[src/rtl/avmm_bridge_pkg.sv]
// Register map and bit positions shared by the Avalon-MM stream bridge.
// Contents: word addresses of the four registers, STATUS field positions,
// CTRL bit positions and a helper that assembles the 32-bit STATUS word.
package avmm_bridge_pkg;

    localparam int unsigned ADDR_DATA       = 0;
    localparam int unsigned ADDR_CTRL       = 1;
    localparam int unsigned ADDR_STATUS     = 2;
    localparam int unsigned ADDR_STATUS_CLR = 3;

    localparam int unsigned ST_IN_LVL_LSB  = 0;
    localparam int unsigned ST_OUT_LVL_LSB = 8;
    localparam int unsigned ST_IN_FULL     = 16;
    localparam int unsigned ST_OUT_EMPTY   = 17;
    localparam int unsigned ST_OVF         = 18;
    localparam int unsigned ST_UNF         = 19;
    localparam int unsigned ST_BUSY        = 20;

    localparam int unsigned CTRL_SOFT_CLR = 0;
    localparam int unsigned CTRL_IRQ_EN   = 1;

    function automatic logic [31:0] pack_status(
        input logic [7:0] in_lvl,
        input logic [7:0] out_lvl,
        input logic       in_full,
        input logic       out_empty,
        input logic       ovf,
        input logic       unf,
        input logic       busy
    );
        logic [31:0] s;
        s                          = '0;
        s[ST_IN_LVL_LSB +: 8]      = in_lvl;
        s[ST_OUT_LVL_LSB +: 8]     = out_lvl;
        s[ST_IN_FULL]              = in_full;
        s[ST_OUT_EMPTY]            = out_empty;
        s[ST_OVF]                  = ovf;
        s[ST_UNF]                  = unf;
        s[ST_BUSY]                 = busy;
        return s;
    endfunction

endpackage

[src/rtl/sync_fifo.sv]
// Single-clock FIFO with occupancy count and synchronous flush.
// Ports: clk, reset_n (async, active-low), clear (flush), push/din,
// pop/dout (dout shows the head, valid while !empty), full, empty, level.
// Push while full is accepted only together with a pop; pop while empty is
// ignored, so an empty FIFO never passes data through in the same cycle.
module sync_fifo #(
    parameter int unsigned WIDTH = 32,
    parameter int unsigned DEPTH = 8,
    localparam int unsigned PW   = $clog2(DEPTH),
    localparam int unsigned LW   = $clog2(DEPTH) + 1
) (
    input  logic             clk,
    input  logic             reset_n,
    input  logic             clear,
    input  logic             push,
    input  logic             pop,
    input  logic [WIDTH-1:0] din,
    output logic [WIDTH-1:0] dout,
    output logic             full,
    output logic             empty,
    output logic [LW-1:0]    level
);

    logic [WIDTH-1:0] mem [DEPTH];
    logic [PW-1:0]    wr_ptr;
    logic [PW-1:0]    rd_ptr;
    logic             do_push;
    logic             do_pop;

    function automatic logic [PW-1:0] ptr_next(input logic [PW-1:0] p);
        return (p == PW'(DEPTH - 1)) ? '0 : p + 1'b1;
    endfunction

    assign empty   = (level == '0);
    assign full    = (level == LW'(DEPTH));
    assign do_pop  = pop && !empty;
    assign do_push = push && (!full || do_pop);
    assign dout    = mem[rd_ptr];

    always_ff @(posedge clk or negedge reset_n) begin
        if (!reset_n) begin
            wr_ptr <= '0;
            rd_ptr <= '0;
            level  <= '0;
        end else if (clear) begin
            wr_ptr <= '0;
            rd_ptr <= '0;
            level  <= '0;
        end else begin
            if (do_push) wr_ptr <= ptr_next(wr_ptr);
            if (do_pop)  rd_ptr <= ptr_next(rd_ptr);
            if (do_push && !do_pop)
                level <= level + 1'b1;
            else if (!do_push && do_pop)
                level <= level - 1'b1;
        end
    end

    always_ff @(posedge clk) begin
        if (do_push && !clear)
            mem[wr_ptr] <= din;
    end

endmodule

[src/rtl/avmm_stream_bridge.sv]
// Avalon-MM slave front-end feeding a streaming compute core.
// Host side: address/read/write/writedata/readdata (latency 1)/waitrequest,
// irq (level). Core side: op_data/op_valid/op_ready towards the core,
// res_data/res_valid back from it (no back-pressure on results).
// Operands queue in an input FIFO, results in an output FIFO; issue is
// limited by a credit check so every in-flight result has a free slot.
module avmm_stream_bridge
    import avmm_bridge_pkg::*;
#(
    parameter int unsigned DATA_W       = 32,
    parameter int unsigned ADDR_W       = 2,
    parameter int unsigned IN_DEPTH     = 8,
    parameter int unsigned OUT_DEPTH    = 8,
    parameter int unsigned WAIT_ON_FULL = 1
) (
    input  logic              clk,
    input  logic              reset_n,
    input  logic [ADDR_W-1:0] address,
    input  logic              read,
    input  logic              write,
    input  logic [DATA_W-1:0] writedata,
    output logic [DATA_W-1:0] readdata,
    output logic              waitrequest,
    output logic              irq,
    output logic [DATA_W-1:0] op_data,
    output logic              op_valid,
    input  logic              op_ready,
    input  logic [DATA_W-1:0] res_data,
    input  logic              res_valid
);

    localparam int unsigned ILW = $clog2(IN_DEPTH) + 1;
    localparam int unsigned OLW = $clog2(OUT_DEPTH) + 1;
    localparam int unsigned CW  = OLW + 1;

    logic              sel_data, sel_ctrl, sel_status, sel_sclr;
    logic              wr_data, rd_data, soft_clr;
    logic              in_push, in_drop, in_full, in_empty;
    logic [ILW-1:0]    in_level;
    logic              out_push, out_pop, out_full, out_empty;
    logic [OLW-1:0]    out_level;
    logic [DATA_W-1:0] out_dout;
    logic              issue, res_ok, res_err, res_keep;
    logic [OLW-1:0]    inflight, inflight_nxt, discard;
    logic [CW-1:0]     credit_used;
    logic              ovf, unf, irq_en;
    logic [31:0]       status_word;
    logic              unused_sig;

    assign sel_data   = (address == ADDR_W'(ADDR_DATA));
    assign sel_ctrl   = (address == ADDR_W'(ADDR_CTRL));
    assign sel_status = (address == ADDR_W'(ADDR_STATUS));
    assign sel_sclr   = (address == ADDR_W'(ADDR_STATUS_CLR));

    assign wr_data  = write && sel_data;
    assign rd_data  = read && sel_data;
    assign soft_clr = write && sel_ctrl && writedata[CTRL_SOFT_CLR];

    assign waitrequest = (WAIT_ON_FULL != 0) && wr_data && in_full;
    assign in_push     = wr_data && !in_full && !soft_clr;
    assign in_drop     = (WAIT_ON_FULL == 0) && wr_data && in_full;

    assign credit_used = CW'(inflight) + CW'(out_level);
    assign op_valid    = !in_empty && (credit_used < CW'(OUT_DEPTH));
    assign issue       = op_valid && op_ready;

    assign res_ok   = res_valid && (inflight != '0);
    assign res_err  = res_valid && (inflight == '0);
    assign res_keep = res_ok && (discard == '0);
    assign out_push = res_keep;
    assign out_pop  = rd_data && !out_empty;

    assign status_word = pack_status(8'(in_level), 8'(out_level), in_full, out_empty,
                                     ovf, unf, (inflight != '0));

    assign unused_sig = ^{writedata, out_full};

    always_comb begin
        inflight_nxt = inflight;
        if (issue && !res_ok)
            inflight_nxt = inflight + 1'b1;
        else if (!issue && res_ok)
            inflight_nxt = inflight - 1'b1;
    end

    sync_fifo #(.WIDTH(DATA_W), .DEPTH(IN_DEPTH)) u_in_fifo (
        .clk     (clk),
        .reset_n (reset_n),
        .clear   (soft_clr),
        .push    (in_push),
        .pop     (issue),
        .din     (writedata),
        .dout    (op_data),
        .full    (in_full),
        .empty   (in_empty),
        .level   (in_level)
    );

    sync_fifo #(.WIDTH(DATA_W), .DEPTH(OUT_DEPTH)) u_out_fifo (
        .clk     (clk),
        .reset_n (reset_n),
        .clear   (soft_clr),
        .push    (out_push),
        .pop     (out_pop),
        .din     (res_data),
        .dout    (out_dout),
        .full    (out_full),
        .empty   (out_empty),
        .level   (out_level)
    );

    always_ff @(posedge clk or negedge reset_n) begin
        if (!reset_n) begin
            inflight <= '0;
            discard  <= '0;
            ovf      <= 1'b0;
            unf      <= 1'b0;
            irq_en   <= 1'b0;
            irq      <= 1'b0;
            readdata <= '0;
        end else begin
            inflight <= inflight_nxt;

            // Discard loads the post-edge in-flight count: an operand issued
            // on the clear edge is covered, and a result landing on it is
            // already lost to the flush so it must not be counted again.
            if (soft_clr)
                discard <= inflight_nxt;
            else if (res_ok && (discard != '0))
                discard <= discard - 1'b1;

            if (soft_clr) begin
                ovf <= 1'b0;
                unf <= 1'b0;
            end else if (write && sel_sclr) begin
                if (writedata[ST_OVF]) ovf <= 1'b0;
                if (writedata[ST_UNF]) unf <= 1'b0;
            end
            if (in_drop || res_err)     ovf <= 1'b1;
            if (rd_data && out_empty)   unf <= 1'b1;

            if (write && sel_ctrl)
                irq_en <= writedata[CTRL_IRQ_EN];
            irq <= irq_en && !out_empty;

            if (read) begin
                if (sel_data)
                    readdata <= out_empty ? '0 : out_dout;
                else if (sel_ctrl)
                    readdata <= DATA_W'({irq_en, 1'b0});
                else if (sel_status || sel_sclr)
                    readdata <= DATA_W'(status_word);
                else
                    readdata <= '0;
            end
        end
    end

endmodule

[config.mk]
export PLATFORM = sky130hd
export DESIGN_NAME = avmm_stream_bridge
export DESIGN_NICKNAME = d
export VERILOG_FILES = /design/src/rtl/avmm_bridge_pkg.sv /design/src/rtl/sync_fifo.sv /design/src/rtl/avmm_stream_bridge.sv
export SDC_FILE = /design/constraint.sdc
export NUM_CORES = 1
export LEC_CHECK = 0
export CAP_MARGIN = 20
export CORE_UTILIZATION = 60
export CTS_CLUSTER_SIZE = 40
export DETAILED_ROUTE_END_ITERATION = 16
export PLACE_DENSITY_LB_ADDON = 0.15
export SLEW_MARGIN = 40
export SYNTH_ARGS = -nofsm -noshare
export SYNTH_HDL_FRONTEND = slang
export SYNTH_SLANG_ARGS = --single-unit
export TNS_END_PERCENT = 10
[constraint.sdc]
create_clock -name clk -period 9.6 [get_ports clk]
set_input_delay 2.88 -clock clk [delete_from_list [all_inputs] [get_ports clk]]
set_output_delay 2.88 -clock clk [all_outputs]
set_load 0.01 [all_outputs]
# Word level (Yosys, flattened, before mapping)
# Memory sizes are Yosys's and may differ from the RTL's.
# Index checks and enable logic that the tools add are counted.
# op_classes
order_cmp	1
eq_ne	9
addsub	12
n_reduce_logical	63
n_mux	38
# ops
cell	n
32-bit 2-to-1 mux	2
21-bit 2-to-1 mux	2
4-bit 2-to-1 mux	10
3-bit 2-to-1 mux	12
1-bit logical AND	29
3-bit nonzero test	6
4-bit zero test	4
4-bit by 1-bit subtractor with 4-bit output, second input constant	4
3-bit by 1-bit adder with 3-bit output, second input constant	4
4-bit by 1-bit adder with 4-bit output, second input constant	3
3-bit equality test, second input constant	4
1-bit 2-to-1 mux	12
1-bit zero test	11
2-bit nonzero test	5
4-bit equality test, second input constant	2
4-bit nonzero test	2
4-bit by 4-bit adder with 5-bit output	1
5-bit by 4-bit less-than comparator with 1-bit output, second input constant	1
2-bit equality test, second input constant	2
2-bit AND reduction	2
1-bit logical OR	3
2-bit by 1-bit equality test with 1-bit output, second input constant	1
2-bit zero test	1
# totals
ram_bits	512
n_memories	2
in_bits	72
regBits	64
elab_cells	138
# mem_list
name	depth	width	read_ports	rd_clocked_by_memory_dff	write_ports	line	rtl
u_in_fifo.mem	8	32	1	0	1	sync_fifo.sv:24	logic [WIDTH-1:0] mem [DEPTH];
u_out_fifo.mem	8	32	1	0	1	sync_fifo.sv:24	

# Logic depth before layout (Yosys ltp)
# depth
depth_word	12
ltp_mapped	12
depth_no_buf	11

# By module
# A second synthesis with hierarchy kept.
# hier_totals
cells_unflattened	1136
area_unflattened_um2	23069.6
# by_module_without_submodules
mod	area_each_um2	instances	cells_each	seq_area_each_um2
sync_fifo (u_out_fifo)	10505.1	1	455	7937.6
sync_fifo (u_in_fifo)	10376.2	1	450	7937.6
avmm_stream_bridge	2188.3	1	231	1101.1

# Least setup slack after synthesis
# Ideal clock, no wire load.
# synth_timing
path_kind	input to register
from	in address[0]
to	mem u_in_fifo.mem[0][0], enable pin
path_stages	5
path_buffers	2
t_arrival_ns	6.877
setup_ns	0.501
path_slack_ns	2.221
t_required_ns	9.099
cell_sequence	clkbuf_1 -> or3b_1 -> nand2b_1 -> clkbuf_1 -> nor4_1
# synth_via
elab_chain_cells	9
elab_cells_between_ends	12
classes_between	eq/ne (1); mux (2); reduce/logical (9)
# synth_lines
item	line	rtl
from (decl)	avmm_stream_bridge.sv:18	input logic [ADDR_W-1:0] address,
2-bit by 1-bit equality test with 1-bit output	avmm_stream_bridge.sv:51	assign sel_ctrl = (address == ADDR_W'(ADDR_CTRL));
1-bit logical AND (2 in a row)	avmm_stream_bridge.sv:57	assign soft_clr = write && sel_ctrl && writedata[CTRL_SOFT_CLR];
1-bit zero test	sync_fifo.sv:60, avmm_stream_bridge.sv:60	
1-bit logical AND	avmm_stream_bridge.sv:60	assign in_push = wr_data && !in_full && !soft_clr;
1-bit logical AND	sync_fifo.sv:37	assign do_push = push && (!full || do_pop);
1-bit logical AND *	sync_fifo.sv:60	if (do_push && !clear)
1-bit 2-to-1 mux *	sync_fifo.sv:60	
1-bit 2-to-1 mux (not written as such) *	sync_fifo.sv:61	mem[wr_ptr] <= din;
to (decl)	sync_fifo.sv:24	
# Every way passes the cells marked *; elsewhere a longest branch is shown, timed or not.

# Worst setup path after layout
# layout_timing
from	in address[1]
to	out waitrequest
# layout_via
elab_chain_cells	3
# layout_lines
item	line	rtl
2-bit zero test	avmm_stream_bridge.sv:50	assign sel_data = (address == ADDR_W'(ADDR_DATA));
1-bit logical AND	avmm_stream_bridge.sv:55	assign wr_data = write && sel_data;
1-bit logical AND	avmm_stream_bridge.sv:59	assign waitrequest = (WAIT_ON_FULL != 0) && wr_data && in_full;
to (decl)	avmm_stream_bridge.sv:23	output logic waitrequest,
# Every way passes these cells.

==> metrics list <==
- Static Leak: 8.63 nW
- The die is 196 um tall.
- Number of enable-type register cells in the synthesized netlist: between 500 and 600
- Once the floorplan was initialized, standard cells occupied between 60% and 70% of the core.
- Initial antenna violation count: 2
* Run status: finished clean
- Power spread over the standard cell area amounts to roughly 260 mW/mm2.
- Pins over their slew limit: 0
- The critical path is of the input pin to primary output type.
* DIE AREA: about 0.038 mm2
- The via count of the first global-routing pass was approximately 11000.
- The worst setup path is launched from an input pin.
- # Post-CTS Setup Buffers: 0
- First-pass iteration count of the detailed router: 5
- On the final layout, the worst clock skew is between 0.01 and 0.015 ns.
- Summed over all layers, the global routing overflow is 0.
* Unrepaired setup endpoints after global routing: no
- Leading cell type by number of instances after synthesis: edfxtp_1
- The clock net in this run drives a total of 576 sinks.
* Area grow syn2layout: 17.0%
- Min Clock Period, post-route: ~7.8 ns
* Number of input and output port buffers inserted: 138
- # fillers: about 2200
- Setup TNS: 0 ns
- Largest net degree at the start of global routing: between 60 and 70
- For this run, the number of Yosys warnings is 0.
- Number of setup violations in the final report: 0
* Total CTS buffers: 56
- Dominant cells by area after synthesis: edfxtp_1 68%, mux4_2 13%, dfrtp_1 7.1%
* Post-cts gate resize count: 0
- Remaining routing DRC violations: 0
* Worst reg2reg setup slack: slightly above 6 ns
- Global placement routability congestion: around 0.78
- Flip-flop and latch count after synthesis: 576
* Number of vias after detailed routing: approximately 11000
* Wire per inst: ~24 um
* Category of the worst setup path capture point: primary output
- Placement Cell Area: 0.0247 mm2
* I/O pin count: 139
- The commonest cells after synthesis are 512 x edfxtp_1, 128 x mux4_2, 64 x dfrtp_1.
- The number of nets handed over by synthesis was ~1200.
- HPWL Detailed: between 20 and 25 mm
* Area fraction of the dominant cell type after synthesis: roughly two thirds
- Post-Synthesis Cells: between 1000 and 1500
* Core area: 0.0368 mm2
* Type of the worst min-delay path: flip-flop to flip-flop
* Worst Max-Slew Pin Slew: ~0.81 ns
* Final Instance Area: roughly 0.026 mm2
- Hold Buf Count CTS: 0
* Number of violations of the max-capacitance limit: 0
* Wire length of the first global-routing pass: roughly 67 mm
- Dividing the final minimum period by the clock period gives just over 80%.
- Along the worst path, the maximum fanout reaches 23.
- In this run the clock root is driven by a clkbuf_16.
- Cells with a size suffix above 1 make up between 20% and 30% of the layout.
- The die is between 150 and 200 um wide.
- Clock latency on the worst-skew pair: 0.59 ns
* CTS clk-pin slew, worst paths: around 0.060 ns
- Summing the sequential cell areas from Yosys gives 75.2% of the chip area.
- For this run, the leading register cell type out of synthesis is edfxtp_1.
- Achievable frequency: around 0.13 GHz
- The worst pin sits at a relative slew slack of 45.8%.
- After synthesis, the mean cell area works out to between 20 and 25 um2.
- IR analysis of the VDD net gives a maximum drop of approximately 0.0002 V.
- In this run the core area contains 70 standard-cell rows.
- Counting distinct cell types in the post-synthesis netlist gives between 50 and 60.
* Gr usage total: roughly a quarter
- Of all cell types, the one taking the most synthesized area is edfxtp_1.
* Mean number of vias per cell: ~6.1
- Hold Violations, Final: 0
- Of all flip-flops after synthesis, the portion carrying an async set or reset was between 10% and 20%.
- The H-tree was split into 2 levels.
- Data on the critical path is required at its endpoint by roughly 6.7 ns.
- The detailed router finished its first iteration with 712 violations.
- Antenna viol nets, final: 0
- Clock tree from TritonCTS: done
- Total Wirelength: 43.3 mm
- The clock passes through at most 3 buffers.
- The net count of the finished layout is 1372.
- Post-synthesis instance area: 0.0226 mm2
* Arrival time worst endpoint: slightly below 5 ns
## area by class of cell
| cell class | instances | area (um2) | area share (%) |
|---|---|---|---|
| antenna | 1 | 2.50 | 0.00947 |
| sequential | 576 | 17000 | 64.3 |
| tap | 468 | 586 | 2.22 |
| clock buffer | 70 | 1480 | 5.58 |
| timing repair buffer | 166 | 1630 | 6.17 |
| multi-input combinational | 449 | 5370 | 20.3 |
| inverter | 30 | 113 | 0.426 |
| clock inverter | 33 | 259 | 0.980 |
## worst max-delay path, stage by stage
cell and delay [ns]:
clkdlybuf4s50_1 0.83, or3b_1 0.59, nor2_1 0.11, clkdlybuf4s50_1 0.54
## through the flow
step	worst slack (ns)	std cells	hold WS (ns)	util [%]	total power, mW
finish	1.77	1793	0.525	71.8	6.95
global route	1.66	1792	0.550	71.8	7.25
CTS	1.78	1791	0.522	71.8	7.03
detailed placement	1.79	1688	0.498	67.1	4.96
global placement	1.79	1686	0.499	66.9	4.92
floorplan	2.22	1108	0.468	-	4.31
## registers in the layout, indices dropped and copies added, names as in the netlist, 3 cells and up
signal             flops
readdata              32
u_out_fifo.mem       256
u_in_fifo.wr_ptr       3
u_out_fifo.wr_ptr      3
u_in_fifo.mem        256
u_in_fifo.rd_ptr       3
u_in_fifo.level        4
discard                4
u_out_fifo.level       4
u_out_fifo.rd_ptr      3
inflight               4
## cells by family (layout without fill, tap and decap cells)
logic type / count (synthesis) / in the layout / share of synthesized area (%)
other: 0 / 1 / 0
DFF: 576 / 576 / 75.2
adders and majority gates: 22 / 22 / 1.27
xor gates and xnor gates: 7 / 7 / 0.272
AOI/OAI and AO/OA: 82 / 82 / 2.24
buffers and inverters: 83 / 299 / 1.53
muxes: 208 / 208 / 16.5
and+or+nand+nor: 130 / 130 / 2.97
## placed cells by master, fill, tap and decap left out, types with 21 or more instances in the layout
cell type	Yosys	routed
nor2_1	54	45
a21oi_1	35	35
edfxtp_1	512	512
clkbuf_16	0	57
nand2_1	21	21
dfrtp_1	64	59
mux2i_1	41	41
mux2_2	37	37
mux4_2	128	128
clkdlybuf4s50_1	0	136
inv_1	28	28
buf_4	1	24
## per-layer routing
layer | vias to the layer above | GRT usage [%] | wire length [um] | share of wire [%]
li1 | 4854 | - | - | -
met1 | 5653 | 31.6 | 17500 | 40
met2 | 346 | 39.5 | 22000 | 51
met3 | 62 | 4.18 | 2790 | 6.4
met4 | 2 | 7.73 | 993 | 2.3
met5 | - | 0 | 14 | 0.032
## power by group
| group | switching [mW] | internal, mW | total, mW | leakage, nW |
|---|---|---|---|---|
| clock | 0.873 | 1.19 | 2.06 | 0.835 |
| sequential | 0.209 | 2.89 | 3.10 | 5.41 |
| combinational | 0.792 | 0.992 | 1.78 | 2.38 |
## final timing paths
kind / end / from / cells after the start
min reg2reg: readdata[30] / readdata[30] / 2
min: readdata[30] / readdata[30] / 2
max in group asynchronous: u_in_fifo.rd_ptr[0] / reset_n / 1
min in group asynchronous: readdata[23] / reset_n / 1
max reg2reg: u_in_fifo.level[3] / u_out_fifo.level[3] / 11
max: waitrequest / address[1] / 4
Note: power is estimated with default switching activity, not from simulation.
